==> src/rtl/rf_pkg.sv <==
// Shared register-file constants and the writeback priority state type.
package rf_pkg;

    localparam int unsigned RF_DW = 32;
    localparam int unsigned RF_AW = 5;

    localparam logic [RF_AW-1:0] REG_ZERO = 5'd0;

    typedef enum logic {
        PRIO_ALU = 1'b0,
        PRIO_MEM = 1'b1
    } prio_e;

endpackage

==> src/rtl/rr_arb2.sv <==
// Two-requester round-robin arbiter; priority flips only when both requesters collide.
module rr_arb2
    import rf_pkg::*;
(
    input  logic clk,
    input  logic reset,
    input  logic req_a,
    input  logic req_b,
    output logic gnt_a,
    output logic gnt_b
);

    prio_e state_q;
    prio_e state_d;

    always_ff @(posedge clk) begin
        if (reset) begin
            state_q <= PRIO_ALU;
        end else begin
            state_q <= state_d;
        end
    end

    // Grants are masked during reset so no handshake can complete.
    always_comb begin
        state_d = state_q;
        gnt_a   = 1'b0;
        gnt_b   = 1'b0;
        if (!reset) begin
            if (req_a && req_b) begin
                if (state_q == PRIO_ALU) begin
                    gnt_a   = 1'b1;
                    state_d = PRIO_MEM;
                end else begin
                    gnt_b   = 1'b1;
                    state_d = PRIO_ALU;
                end
            end else begin
                gnt_a = req_a;
                gnt_b = req_b;
            end
        end
    end

endmodule

==> src/rtl/rf_wb_arbiter.sv <==
// Shares the register-file write port between ALU and load writeback,
// dropping writes to r0 and counting cycles where both sources collide.
module rf_wb_arbiter
    import rf_pkg::*;
#(
    parameter int unsigned DW = RF_DW,
    parameter int unsigned AW = RF_AW,
    parameter int unsigned CW = 16
) (
    input  logic          clk,
    input  logic          reset,
    input  logic          alu_valid,
    input  logic [AW-1:0] alu_addr,
    input  logic [DW-1:0] alu_data,
    output logic          alu_ready,
    input  logic          mem_valid,
    input  logic [AW-1:0] mem_addr,
    input  logic [DW-1:0] mem_data,
    output logic          mem_ready,
    output logic          we3,
    output logic [AW-1:0] wa3,
    output logic [DW-1:0] wd3,
    output logic [CW-1:0] conflict_cnt
);

    logic          hs;
    logic [AW-1:0] sel_addr;
    logic [DW-1:0] sel_data;
    logic          wr_ok;

    rr_arb2 u_arb (
        .clk   (clk),
        .reset (reset),
        .req_a (alu_valid),
        .req_b (mem_valid),
        .gnt_a (alu_ready),
        .gnt_b (mem_ready)
    );

    always_comb begin
        hs       = alu_ready || mem_ready;
        sel_addr = alu_ready ? alu_addr : mem_addr;
        sel_data = alu_ready ? alu_data : mem_data;
        wr_ok    = hs && (sel_addr != AW'(REG_ZERO));
    end

    // Dropped r0 writes leave wa3/wd3 holding the last real write.
    always_ff @(posedge clk) begin
        if (reset) begin
            we3 <= 1'b0;
            wa3 <= '0;
            wd3 <= '0;
        end else begin
            we3 <= wr_ok;
            if (wr_ok) begin
                wa3 <= sel_addr;
                wd3 <= sel_data;
            end
        end
    end

    always_ff @(posedge clk) begin
        if (reset) begin
            conflict_cnt <= '0;
        end else if (alu_valid && mem_valid && (conflict_cnt != '1)) begin
            conflict_cnt <= conflict_cnt + CW'(1);
        end
    end

endmodule

==> config.mk <==
export PLATFORM = sky130hd
export DESIGN_NAME = rf_wb_arbiter
export DESIGN_NICKNAME = d
export VERILOG_FILES = /design/src/rtl/rf_pkg.sv /design/src/rtl/rr_arb2.sv /design/src/rtl/rf_wb_arbiter.sv
export SDC_FILE = /design/constraint.sdc
export NUM_CORES = 1
export LEC_CHECK = 0
export ABC_CLOCK_PERIOD_IN_PS = 3700
export CELL_PAD_IN_SITES_DETAIL_PLACEMENT = 1
export CELL_PAD_IN_SITES_GLOBAL_PLACEMENT = 1
export CORE_UTILIZATION = 32
export DETAILED_ROUTE_END_ITERATION = 12
export PLACE_DENSITY_LB_ADDON = 0.1
export SLEW_MARGIN = 20
export SYNTH_ARGS = -nofsm -noshare
export SYNTH_HDL_FRONTEND = slang
export SYNTH_SLANG_ARGS = --single-unit
==> constraint.sdc <==
create_clock -name clk -period 3.7 [get_ports clk]
set_clock_uncertainty 0.1 [all_clocks]
set_input_delay 0.37 -clock clk [delete_from_list [all_inputs] [get_ports clk]]
set_output_delay 0.37 -clock clk [all_outputs]
set_load 0.02 [all_outputs]
# Word-level counts from Yosys, hierarchy flattened

Cells that the tools add are included.

Flip-flop bits (word level): 55
Output and inout bits: 56

Equal/unequal tests: 1
Mux-type cells: 8
Reductions and logical operators: 5
Add/subtract/negate cells: 1

Operators by type and width:

| kind                  | number |
|---|---|
| $mux 32               | 1 |
| $add 16x1->16 const B | 1 |
| $ne 16x16->1 const B  | 1 |
| $mux 1                | 6 |
| $mux 5                | 1 |
| $reduce_bool 5->1     | 1 |
| $logic_and 1x1->1     | 3 |
| $logic_or 1x1->1      | 1 |

# Depth between registers and ports, before layout

Gate-level depths: netlist of the first run.

Depth after elaboration: 6
Depth in mapped cells: 6
Depth with buffers taken out: 5

# By module

From an unflattened synthesis of the first run, not the netlist that was laid out.

Cells, all modules: 362
Area total of the unflattened synthesis: 2889.0 um^2

By module, submodules not included:

| module        | instances | area each (um^2) | cells an instance |
|---|---|---|---|
| rf_wb_arbiter | 1         | 2817.7           | 354 |
| rr_arb2       | 1         | 71.3             | 8 |

# Least setup slack after synthesis of the first run

No wires, ideal clock.

Path type: reg-to-reg
Start point: register conflict_cnt[0]
End point: register conflict_cnt[8]
Setup slack: 1600 ps
Setup time: 121 ps
Arrival time: 1879 ps
Data required time: 3479 ps
Path buffers: 0
Stages on the path, launching flop included: 6
Cells stage by stage: dfxtp_1 ha_1 nand3_1 or3_1 a211oi_1 mux2_2

Cells in the longest elaborated chain, start to end: 2

Ends and longest elaborated chain:

| item                                                                  | RTL line            | text |
|---|---|---|
| from (decl)                                                           | rf_wb_arbiter.sv:23 | `output logic [CW-1:0] conflict_cnt` |
| from (signal assigned)                                                | rf_wb_arbiter.sv:66 | `conflict_cnt <= conflict_cnt + CW'(1);` |
| parallel branches: the longest is 2 deep, another holds $add 16x1->16 | -                   |  |

Several ways; the timed one is not identified.
A chain may end at the register's enable or synchronous reset.

# Final worst setup path of the first run

Start point: input reset
End point: output mem_ready

Cells in the longest elaborated chain, start to end: 1

Ends and longest elaborated chain:

| item        | RTL line            | text |
|---|---|---|
| from (decl) | rf_wb_arbiter.sv:11 | `input logic reset,` |
| $mux 1      | rr_arb2.sv:29       | `if (!reset) begin` |
| to (decl)   | rf_wb_arbiter.sv:19 | `output logic mem_ready,` |

Every way passes these cells.

==> results of run 1 <==
[placed cells by master, fill, tap and decap left out, drive strengths merged]
cell	netlist	final
clkdlybuf4s50	0	133
mux2i	72	72
dfxtp	55	55
nand2	43	43
nor2	14	14
nor2b	10	10
mux2	9	9
a21oi	9	9
clkbuf	5	8
nand3	6	6
and3	5	5
a211oi	5	5
or4	4	4
inv	4	4
a31oi	3	3
o31ai	3	3
buf	11	3
nor3	3	3
nor4	3	3
o21ai	2	2
a311oi	2	2
and2	2	2
a21bo	1	1
clkinv	1	1
or2b	1	1
a21boi	1	1
a32oi	1	1
o32a	1	1
or3	1	1
a41o	1	1
nand4	1	1
o21ba	1	1
o32ai	1	1
xnor2	1	1
ha	1	1
[critical path, stage by stage]
cell             delay [ns]
clkdlybuf4s50_1        0.55
clkinv_1               0.15
buf_4                  0.37
and3_1                 0.25
clkdlybuf4s50_1        0.60
[stage by stage]
| step | area [sq um] | power (uW) | utilization [%] | std cells | worst slack, ns |
|---|---|---|---|---|---|
| after floorplan | 2810 | 910 | - | 283 | 1.60 |
| after detailed placement | 4170 | 1130 | 50.0 | 508 | 0.931 |
| final | 4270 | 1470 | 51.2 | 516 | 0.943 |
| after CTS | 4270 | 1500 | 51.2 | 516 | 0.911 |
| after global placement | 4160 | 1120 | 49.9 | 508 | 0.781 |
| after global routing | 4270 | 1550 | 51.2 | 516 | 0.846 |
[layer usage]
layer	routed length (um)	global-route usage [%]	vias to the layer above
met1	3110	19.1	1222
met4	123	5.10	0
met3	607	5.69	11
li1	-	-	1261
met5	0	0	-
met2	4010	31.7	84
[cells by family (layout without fill, tap and decap cells)]
kind of cell,after synthesis,in the layout,share of synthesized area (%)
compound gates,31,31,8.01
xor+xnor,1,1,0.312
fa+ha+maj,1,1,0.445
buf+inv,21,149,5.70
flops,55,55,39.2
mux,81,81,29.3
simple gates,93,93,17.1
[sequential cells by signal, summed over array words and instances, names as in the netlist]
signal	count
wd3	32
we3	1
wa3	5
u_arb.state_q	1
conflict_cnt	16
[power groups by stage]
stage,sequential [uW],combinational (uW),clock [uW]
2_1_floorplan,758,151,0
3_3_place_gp,691,427,0
3_5_place_dp,694,435,0
4_1_cts,681,436,380
5_1_grt,688,459,401
6_report,680,428,358
[how the worst max path moves through the flow]
stage	cells past startpoint	slack (ns)	startpoint	endpoint
after global routing	5	0.85	reset	mem_ready
after CTS	5	0.91	reset	mem_ready
after floorplan	5	1.60	conflict_cnt[0]	conflict_cnt[8]
final	5	0.94	reset	mem_ready
after global placement	5	0.78	alu_valid	wd3[13]
after detailed placement	5	0.93	reset	mem_ready
[layout make-up]
cell class	count	area [sq um]
clock buffers	8	100
fillers	946	4070
inverters	5	23.8
multi-input cells	207	1560
flip-flops and latches	55	1100
well taps	105	131
repair buffers	136	1350
==> summary.md, run 1 <==
| Metric | Value |
|---|---|
| Clock sinks | 55 |
| Full die area | a little over 0.009 sq mm |
| Routed vias | between 2k and 3k |
| Antenna Cells | 0 |
| Clock power frac | 24.4% |
| Hold EP | wd3[20] |
| Ys async rst share | 0% |
| Reg-to-reg critical path startpoint | conflict_cnt[0] |
| Antenna-violating nets left | 0 |
| RSZ-0062 raised after global routing | false |
| Per-cell routed wire length | about 15 um |
| Comb pwr share | between 20 and 30% |
| Relative slew slack | a little under three fifths |
| Hold Vio Cnt, Final | 0 |
| Hold Crit Start | wd3[20] |
| Worst Reg-to-Reg Cells | 5 |
| Worst Hold Depth | 2 |
| Crit Path Max Fanout | 38 |
| CTS tree | yes |
| Vias per cell | between 4 and 5 |
| Critical path type | in -> out |
| Final setup vio count | 0 |
| Setup TNS | 0 ns |
| R2r endpoint | conflict_cnt[8] |
| Layout cell share with drive strength beyond 1 | 7.30% |
| Synthesized Nets | 362 |
| Post-CTS Resized | 0 |
| Synth top cells by count | mux2i_1 (72), dfxtp_1 (55), nand2_1 (43), nor2_1 (13), nor2b_1 (10) |
| Leak | about 0.0017 uW |
| Yosys warns | 0 |
| Ranking of synthesized cells by area | dfxtp_1 (39%), mux2i_1 (26%), nand2_1 (5.7%), mux2_2 (3.6%), buf_12 (2.8%) |
| Dominant synthesized flop cell | dfxtp_1 |
| Net Switching | around 410 uW |
| Core area | 0.00834 sq mm |
| Worst EP required | 3.23 ns |
| Total Wirelength | roughly 7900 um |
| Sw Share | 28.2% |
| Yosys top cell area share | between 30 and 40% |
| Ports | between 100 and 150 |
| Row count | 33 |
| DP Wirelength | about 6100 um |
| Initial antenna violation count | 0 |
| Initial core utilization | 33.7% |
| Gpl congestion | about 0.73 |
| Count leader, synth | mux2i_1 |
| Register-to-register setup slack | 1.53 ns |
| Peak VDD IR | approximately 160 uV |
| Post-synthesis cell type count | 42 |
| Clk Latency, worst-skew pair | 0.30 ns |
| Post-Syn Instances | about 280 |
| Register area share after synthesis | 39.2% |
| Final nets | approximately 500 |
| Hold buffers post-CTS | 0 |
| Max-cap violations | 0 |
| Flop pwr share | between 40% and 50% |
| Outcome | complete, no violations |
| Total CTS buffers | 5 |
| Worst Tran Pin Value | 0.641 ns |
| Post-CTS setup buffers | 0 |
| Period utilization | around three quarters |
| Hold Crit Class | reg -> reg |
| Fmax achieved | between 0.3 and 0.4 GHz |
| DRC | 0 |
| H-tree levels | 2 |
| EDFF count, synth | 0 |
| Buffers on Ports | about 130 |
| Initial DRT Pass Iterations | 4 |
| Largest net degree at the start of global routing | 39 |
| Congestion Overflow GR | 0 |
| Critical path endpoint category | primary output |
| Startpoint Class | input pin |
| Worst EP arrival | approximately 2.3 ns |
| Int Power | 1050 uW |
| Hold WS | roughly 0.36 ns |
| Drt initial violations | 23 |
| Tmin final | 2.76 ns |
| Cell taking the most area after synthesis | dfxtp_1 |
| Syn_area_per_cell | 9.93 sq um |
| Die H | 95.7 um |
| Die width | around 96 um |
| Flops & latches, synth | 55 |
| Worst-path clk slew | 0.09 ns |
| Power density cells | 343 mW/mm^2 |
| Synthesized area | ~0.0028 sq mm |
| P&R area growth vs syn | 52.0% |
| Vias in the first global route | between 2k and 3k |
| First-pass GRT wire length | 12400 um |
| GR Util All Layers | between 15 and 20% |
| Clock buffer depth | 2 |
| Slew Limit Fails | 0 |
| Root buffer cell | clkbuf_8 |
Note: power is estimated with default switching activity, not from simulation.
==> inputs of run 2 (changes only) <==
Settings changed: ABC_CLOCK_PERIOD_IN_PS 3700 to 2210, CORE_UTILIZATION 32 to 27.
Clock period 3.7 ns to 2.21 ns, I/O delays scaled along.
==> summary.md, run 2 (synthesis gave the netlist of run 1 again) <==
| Metric | Value |
|---|---|
| Die width | ~100 um |
| Vias per cell | around 4.7 |
| Slew Limit Fails | 0 |
| Commonest non-fill, non-tap cell in the layout | clkdlybuf4s50_1 |
| Worst EP arrival | 2.17 ns |
| Drt initial violations | 43 |
| Relative slew slack | 73.3% |
| Peak VDD IR | approximately 250 uV |
| Final setup vio count | 0 |
| Gpl congestion | 0.761 |
| Clock buffer depth | 2 |
| Buffers on Ports | 133 |
| Post-CTS setup buffers | 0 |
| Core area | between 0.009 and 0.01 sq mm |
| Full die area | roughly 0.011 sq mm |
| CP Launch Point | conflict_cnt[0] |
| Fmax achieved | 0.484 GHz |
| Largest registers | wd3 x32, conflict_cnt x16, wa3 x5 |
| Post-CTS Resized | 0 |
| RSZ-0062 raised after global routing | false |
| First-pass GRT wire length | roughly 13000 um |
| Hold Vio Cnt, Final | 0 |
| Util after Layout | a little under half |
| Total Wirelength | ~8300 um |
| Register-to-register setup slack | between 0.1 and 0.15 ns |
| Die H | roughly 100 um |
| Ports | between 100 and 150 |
| CTS tree | yes |
| Most flops, register | wd3 |
| Leak | 0.00180 uW |
| Tmin final | roughly 2.1 ns |
| Hold Crit Start | wa3[3] |
| Worst Tran Pin Value | approximately 0.40 ns |
| Worst slack, placed | -0.0791 ns |
| Power density cells | roughly 550 mW/mm^2 |
| Max-cap violations | 0 |
| Hold Crit Class | reg -> reg |
| Clock sinks | 55 |
| Worst EP required | between 2 and 2.5 ns |
| Hold buffers post-CTS | 0 |
| Outcome | complete, no violations |
| P&R area growth vs syn | 59.0% |
| GR Util All Layers | about 15% |
| Critical path type | reg -> reg |
| Layout cell share with drive strength beyond 1 | about an eighth |
| Most frequent cells in the layout | clkdlybuf4s50_1 (132), mux2i_1 (72), dfxtp_1 (55) |
| Total CTS buffers | 5 |
| Largest register FFs | 32 |
| H-tree levels | 2 |
| Initial antenna violation count | 0 |
| Antenna Cells | 0 |
| Root buffer cell | clkbuf_8 |
| Critical path endpoint category | register |
| Vias in the first global route | 2676 |
| DP Wirelength | ~6600 um |
| Post-route setup slack | 0.145 ns |
| Final nets | around 510 |
| Initial core utilization | 28.4% |
| Startpoint Class | register |
| Area after DPL | approximately 0.0044 sq mm |
| Worst-path clk slew | around 0.10 ns |
| Row count | 36 |
| Initial DRT Pass Iterations | 4 |
| Period utilization | just over 90% |
| Largest net degree at the start of global routing | 32 |
| Crit Path Max Fanout | 4 |
| Antenna-violating nets left | 0 |
| Per-cell routed wire length | 14.7 um |
| Congestion Overflow GR | 0 |
| DRC | 0 |
| Reg-to-reg critical path startpoint | conflict_cnt[0] |
| Design area | about 0.0045 sq mm |
| Filler cells | between 1k and 1.5k |
| Routed vias | about 2.6k |
| Clk Latency, worst-skew pair | about 0.3 ns |
run 2: routing by layer:
layer / global-route usage [%] / wire length, um
met1: 18.0 / 3610
met4: 3.37 / 57
met3: 4.95 / 571
met5: 0 / 0
met2: 26.3 / 4040
run 2: area by class of cell:
type | instances | area [sq um] | share of cell area (%)
multi-input combinational | 207 | 1550 | 34.8
timing repair buffer | 155 | 1540 | 34.4
sequential | 55 | 1100 | 24.6
tap | 133 | 166 | 3.72
clock buffer | 6 | 82.6 | 1.85
inverter | 5 | 23.8 | 0.532
clock inverter | 1 | 5.00 | 0.112
run 2: path summary, 6_finish.rpt:
| path | to | depth (start not counted) |
|---|---|---|
| worst max-delay path | conflict_cnt[8] | 5 |
| worst min-delay path | wa3[3] | 2 |
| worst max register to register | conflict_cnt[8] | 5 |
| worst min register to register | wa3[3] | 2 |
run 2: metrics by stage:
step	setup TNS [ns]	instances	total power (uW)	hold slack [ns]
after floorplan	0	283	1520	0.304
after global placement	0	555	1910	0.344
after detailed placement	-0.969	555	1930	0.355
after CTS	0	562	2520	0.373
after global routing	0	562	2600	0.382
final	0	562	2470	0.367
run 2: where the power goes:
group / total [uW] / switching [uW] / leakage [uW] / internal, uW
clock: 571 / 324 / 0.0000470 / 247
sequential: 1130 / 47.6 / 0.000456 / 1090
combinational: 761 / 339 / 0.00130 / 422
run 2: critical path, stage by stage, from the launching register on:
cell and delay, ns:
dfxtp_1 0.34, ha_1 0.22, nand3_1 0.22, or3_4 0.47, a211oi_1 0.26, mux2_2 0.36
==> inputs of run 3 (changes only) <==
Settings changed: CTS_CLUSTER_DIAMETER set to 60, HOLD_SLACK_MARGIN set to 0.02.
==> results of run 3 <==
Final layout, timing and power as in run 2 (identical DEF).
